### src/rtl/idx_pkg.sv
// rtl/idx_pkg.sv - shared sizing constants and FSM encoding for the index collector
package idx_pkg;
    localparam int CHUNK_W    = 8;
    localparam int NUM_CHUNKS = 8;
    localparam int IDX_W      = 6;
    localparam int MAX_IDX    = 4;

    typedef enum logic [1:0] {
        ST_IDLE    = 2'd0,
        ST_COLLECT = 2'd1,
        ST_DONE    = 2'd2
    } state_e;
endpackage

### src/rtl/idx_chunk_compact.sv
// rtl/idx_chunk_compact.sv - compacts set flag bits of one chunk into up to four local indices
module idx_chunk_compact
    import idx_pkg::*;
#(
    parameter int CW    = 8,
    parameter int LB_W  = 3,
    parameter int CNT_W = 4
) (
    input  logic [CW-1:0]        i_flags,
    output logic [4*LB_W-1:0]    o_loc,
    output logic [CNT_W-1:0]     o_cnt
);

    int cnt;

    // Lowest set bit lands in slot 0; bits past the fourth still count toward o_cnt.
    always_comb begin
        o_loc = '0;
        cnt   = 0;
        for (int b = 0; b < CW; b++) begin
            if (i_flags[b]) begin
                if (cnt < MAX_IDX) begin
                    o_loc[cnt*LB_W +: LB_W] = LB_W'(b);
                end
                cnt = cnt + 1;
            end
        end
        o_cnt = CNT_W'(cnt);
    end

endmodule

### src/rtl/idx_collector.sv
// rtl/idx_collector.sv - collects the first four selected positions of a chunked flag frame
module idx_collector #(
    parameter int CHUNK_W    = idx_pkg::CHUNK_W,
    parameter int NUM_CHUNKS = idx_pkg::NUM_CHUNKS,
    parameter int IDX_W      = idx_pkg::IDX_W
) (
    input  logic               i_clk,
    input  logic               i_rst_n,
    input  logic               i_start,
    input  logic               i_valid,
    input  logic [CHUNK_W-1:0] i_flags,
    output logic               o_ready,
    output logic               o_busy,
    output logic               o_done,
    output logic [IDX_W-1:0]   o_idx1,
    output logic [IDX_W-1:0]   o_idx2,
    output logic [IDX_W-1:0]   o_idx3,
    output logic [IDX_W-1:0]   o_idx4,
    output logic [2:0]         o_num,
    output logic               o_overflow
);
    import idx_pkg::*;

    localparam int LB_W  = (CHUNK_W > 1) ? $clog2(CHUNK_W) : 1;
    localparam int CNT_W = $clog2(CHUNK_W + 1);
    localparam int CC_W  = (NUM_CHUNKS > 1) ? $clog2(NUM_CHUNKS) : 1;

    state_e            state_q, state_d;
    logic [CC_W-1:0]   chunk_cnt_q, chunk_cnt_d;
    logic [IDX_W-1:0]  idx_q [MAX_IDX];
    logic [IDX_W-1:0]  idx_d [MAX_IDX];
    logic [2:0]        num_q, num_d;
    logic              ovf_q, ovf_d;
    logic              done_q, done_d;
    logic              ready_q, ready_d;
    logic              busy_q, busy_d;

    logic [4*LB_W-1:0] loc;
    logic [CNT_W-1:0]  loc_cnt;
    logic [IDX_W-1:0]  base;
    int                n;
    int                c;
    int                sum;

    idx_chunk_compact #(
        .CW    (CHUNK_W),
        .LB_W  (LB_W),
        .CNT_W (CNT_W)
    ) u_compact (
        .i_flags (i_flags),
        .o_loc   (loc),
        .o_cnt   (loc_cnt)
    );

    always_comb begin
        state_d     = state_q;
        chunk_cnt_d = chunk_cnt_q;
        for (int s = 0; s < MAX_IDX; s++) begin
            idx_d[s] = idx_q[s];
        end
        num_d = num_q;
        ovf_d = ovf_q;
        n     = int'(num_q);
        c     = int'(loc_cnt);
        sum   = n + c;
        base  = IDX_W'(chunk_cnt_q) * IDX_W'(CHUNK_W);

        case (state_q)
            ST_IDLE: begin
                if (i_start) begin
                    state_d     = ST_COLLECT;
                    chunk_cnt_d = '0;
                    for (int s = 0; s < MAX_IDX; s++) begin
                        idx_d[s] = '0;
                    end
                    num_d = '0;
                    ovf_d = 1'b0;
                end
            end
            ST_COLLECT: begin
                if (i_valid) begin
                    // New indices append after the n held slots; held slots are never rewritten.
                    for (int s = 0; s < MAX_IDX; s++) begin
                        if (s >= n && (s - n) < c) begin
                            idx_d[s] = base + IDX_W'(loc[(s-n)*LB_W +: LB_W]);
                        end
                    end
                    num_d       = (sum > MAX_IDX) ? 3'(MAX_IDX) : 3'(sum);
                    ovf_d       = ovf_q | (sum > MAX_IDX);
                    chunk_cnt_d = chunk_cnt_q + 1'b1;
                    if (chunk_cnt_q == CC_W'(NUM_CHUNKS - 1)) begin
                        state_d = ST_DONE;
                    end
                end
            end
            ST_DONE: state_d = ST_IDLE;
            default: state_d = ST_IDLE;
        endcase

        ready_d = (state_d == ST_COLLECT);
        busy_d  = (state_d != ST_IDLE);
        done_d  = (state_d == ST_DONE);
    end

    always_ff @(posedge i_clk or negedge i_rst_n) begin
        if (!i_rst_n) begin
            state_q     <= ST_IDLE;
            chunk_cnt_q <= '0;
            for (int s = 0; s < MAX_IDX; s++) begin
                idx_q[s] <= '0;
            end
            num_q   <= '0;
            ovf_q   <= 1'b0;
            done_q  <= 1'b0;
            ready_q <= 1'b0;
            busy_q  <= 1'b0;
        end else begin
            state_q     <= state_d;
            chunk_cnt_q <= chunk_cnt_d;
            for (int s = 0; s < MAX_IDX; s++) begin
                idx_q[s] <= idx_d[s];
            end
            num_q   <= num_d;
            ovf_q   <= ovf_d;
            done_q  <= done_d;
            ready_q <= ready_d;
            busy_q  <= busy_d;
        end
    end

    assign o_ready    = ready_q;
    assign o_busy     = busy_q;
    assign o_done     = done_q;
    assign o_idx1     = idx_q[0];
    assign o_idx2     = idx_q[1];
    assign o_idx3     = idx_q[2];
    assign o_idx4     = idx_q[3];
    assign o_num      = num_q;
    assign o_overflow = ovf_q;

endmodule

### config.mk
export PLATFORM = sky130hd
export DESIGN_NAME = idx_collector
export DESIGN_NICKNAME = d
export VERILOG_FILES = /design/src/rtl/idx_pkg.sv /design/src/rtl/idx_chunk_compact.sv /design/src/rtl/idx_collector.sv
export SDC_FILE = /design/constraint.sdc
export NUM_CORES = 1
export LEC_CHECK = 0
export BUFFER_PORTS_ARGS = -buffer_cell sky130_fd_sc_hd__buf_2
export CORE_MARGIN = 2
export CORE_UTILIZATION = 60
export DETAILED_ROUTE_END_ITERATION = 10
export PLACE_DENSITY_LB_ADDON = 0.2
export SLEW_MARGIN = 20
export SYNTH_ARGS = -nofsm -noshare
export SYNTH_HDL_FRONTEND = slang
export SYNTH_SLANG_ARGS = --single-unit
### constraint.sdc
create_clock -name i_clk -period 8.35 [get_ports i_clk]
set_input_delay 0.4175 -clock i_clk [delete_from_list [all_inputs] [get_ports i_clk]]
set_output_delay 0.4175 -clock i_clk [all_outputs]
set_load 0.01 [all_outputs]
==> results.md <==
* Status: complete, no violations
* Tmin final at 7.91 ns
* Delay-heaviest family, CP: adder cells
* CP startpoint: i_flags[0]
* Setup_tns at 0 ns
* Die Ht at 122 um
* Max-slew violations at 0
* CP max stage cell: fa_1
* Post-synth EDFFs at 0
* DR WL/cell at 18.5 um
* Cells after Synth at 1143
* Worst Path Required at 8.54 ns
* Final Hold Viols at 0
* Initial DRT Pass Iterations at 6
* Netlist Area Pre-Place at 8380 um2
* Area of the multi-input gates at 7060 um2
* Slew Limit Headroom at 40.7%
* Initial antenna violation count at 0
* Row count at 43
* Distinct cell type count after synthesis at 87
* HPWL after DPL at 19.2 mm
* Peak VDD IR at 0.327 mV
* Min-delay worst type: in2async
* Worst slack, placed at 0.111 ns
* Starting Density at 60.9%
* Critical Path Source Type: input port
* Pleak at 0.00397 uW
* Layout cells sized above 1 at 11.8%
* Crit share post-route at 94.7%
* Setup violations, final at 0
* Reg2reg start: o_num[2]$_DFFE_PN0P_
* Endpoint class of the critical path: flop
* Worst-margin pin slew at 0.881 ns
* Largest net degree at the start of global routing at 41
* CTS sink count at 36
* # fillers at 1231
* First-pass GRT wire length at 40.6 mm
* GRT Overall Usage at 33.1%
* Layout Cells excl Fill at 1352
* DR DRC count at 0
* Via total after detailed routing at 8998
* Sequential cell area at 901 um2
* Dpl cells at 1342
* Reg2Reg Depth at 13
* Routed wire length at 25.0 mm
* Hold buffer count at CTS at 0
* Vias in the first global route at 8133
* Instance count on the critical path at 38
* WP data arrival at 8.10 ns
* Clock transition at the registers of the reported paths at 0.06 ns
* Clock latency at the later pin of the worst-skew pair at 0.28 ns
* Primary FF master, synth: dfrtp_1
* Hold Slack at 0.238 ns
* Asr flop ratio synth at 100%
* Avg Cell Area, Syn at 7.34 um2
* Remaining global-route overflow at 0
* Max Freq at 126 MHz
* CTS Buf Count at 5
* CP peak stage delay at 0.44 ns
* Clock tree buffer depth at 2
* Register area share after synthesis at 10.7%
* Yosys reg bits at 36
* # diodes at 0
* I/O pins at 43
* Synthesis-to-layout area growth at 8.72%
* Worst-path fanout max at 6
* Synth warnings at 0
* Vias per std cell at 6.66
* CTS tree: yes
* Initial drt markers at 1179
* Die ar. at 14900 um2
* CP Class: in2reg
* Pwr per Cell Area at 428 nW/um2
* Layout net count at 1295
* GP Congestion at 0.982
* Commonest non-fill, non-tap cells in the layout: nand2_1 (107), ha_1 (100), nor2_1 (90)
* Max_cap viols at 0
* Post-route worst setup slack at 0.440 ns
* Crit path buf inv count at 5
* Die Wd at 122 um
* H-tree depth at 2
* Commonest non-fill, non-tap cell in the layout: nand2_1
* Root buffer cell: clkbuf_16
* Syn_nets at 1267
* Std-Cell Core Area at 13800 um2
* Max Clock Skew at 0.00539 ns
* Antenna-violating nets left at 0
* I/O Buffers at 42
* Critical Path Most Common Cell: ha_1
## cell type report
type / instances / share of cell area [%]
tap: 180 / 2.47
clock buffer: 5 / 1.37
inverter: 85 / 3.51
multi-input combinational: 967 / 77.4
clock inverter: 3 / 0.206
timing repair buffer: 76 / 5.11
sequential: 36 / 9.88
## routing by layer
metal | up-vias | routed length (um) | GRT usage [%]
li1 | 4282 | - | -
met4 | 0 | 487 | 8.91
met5 | - | 0 | 0
met1 | 4192 | 11300 | 49.1
met3 | 55 | 1940 | 2.79
met2 | 469 | 11200 | 51.4
## cell usage after synthesis, types with 6 or more instances
| cell | count | share of area, % |
|---|---|---|
| o211ai_1 | 20 | 1.8 |
| nand2_1 | 107 | 4.8 |
| xor2_1 | 17 | 1.8 |
| nor3b_1 | 9 | 0.81 |
| o221ai_1 | 6 | 0.63 |
| o22ai_1 | 17 | 1.3 |
| o21ai_1 | 8 | 0.48 |
| and3_1 | 22 | 1.6 |
| o21ai_0 | 45 | 2.7 |
| o31ai_1 | 14 | 1.3 |
| dfrtp_1 | 36 | 11 |
| nand2b_1 | 17 | 1.3 |
| inv_2 | 6 | 0.27 |
| or2_2 | 10 | 0.75 |
| ha_1 | 102 | 15 |
| a22o_1 | 7 | 0.73 |
| a31oi_1 | 15 | 1.1 |
| nor4_1 | 16 | 1.2 |
| nor2b_1 | 16 | 1.2 |
| and2_1 | 22 | 1.6 |
| mux2i_1 | 14 | 1.7 |
| nand4_1 | 21 | 1.6 |
| clkbuf_1 | 45 | 2.0 |
| a22oi_1 | 7 | 0.63 |
| a211oi_1 | 12 | 1.1 |
| a21o_1 | 10 | 0.90 |
| and4_1 | 6 | 0.63 |
| nand3b_1 | 10 | 0.90 |
| nand3_1 | 52 | 3.1 |
| inv_1 | 76 | 3.4 |
| nor2_1 | 90 | 4.0 |
| xnor2_1 | 38 | 4.0 |
| nor3_1 | 38 | 2.3 |
| buf_2 | 6 | 0.36 |
| a211o_1 | 10 | 1.0 |
| a21oi_1 | 49 | 2.9 |
| fa_1 | 10 | 2.4 |
| or3_1 | 15 | 1.1 |
| o311ai_0 | 9 | 0.94 |
## per-stage QoR
stage               util (%)  total power [uW]  instance area [um2]
floorplan                  -              2770                 8420
global route            66.2              4240                 9110
global placement        64.3              3500                 8860
finish                  66.2              3900                 9110
CTS                     65.4              3750                 9010
detailed placement      64.3              3550                 8860
## kinds of logic after synthesis
| logic type | count (synthesis) | share of synthesized area (%) |
|---|---|---|
| muxes | 20 | 2.75 |
| AOI/OAI and AO/OA | 298 | 25.3 |
| adders and majority gates | 113 | 17.7 |
| buffers and inverters | 140 | 6.45 |
| DFF | 36 | 10.7 |
| xor gates and xnor gates | 63 | 7.91 |
| and+or+nand+nor | 473 | 29.1 |
## power by group
part           internal [uW]  switching (uW)
Clock                    110            74.4
Combinational           1260            2150
Sequential               233            64.4
## final timing paths
kind                                         end  slack [ns]
max                        o_idx4[2]$_DFFE_PN0P_        0.44
max in group asynchronous  o_idx1[3]$_DFFE_PN0P_        7.59
min                        o_idx4[4]$_DFFE_PN0P_        0.24
min in group i_clk              o_busy$_DFF_PN0_        0.46
min reg2reg                o_idx4[4]$_DFFE_PN0P_        0.49
max reg2reg                o_idx3[1]$_DFFE_PN0P_        3.82
## repair_timing
item                                    CTS  global route
endpoints found under the hold margin     0             0
endpoints found under the setup margin    0            12
gates resized for setup                   0            19
buffers inserted                          0             2
## flip-flops by register name (all words and copies together), names as in the netlist
name	cells
o_idx4	6
chunk_cnt_q	3
o_idx3	6
state_q	2
o_idx1	6
o_done	1
o_overflow	1
o_idx2	6
o_busy	1
o_ready	1
o_num	3
Power figures use the tool's default switching activity.
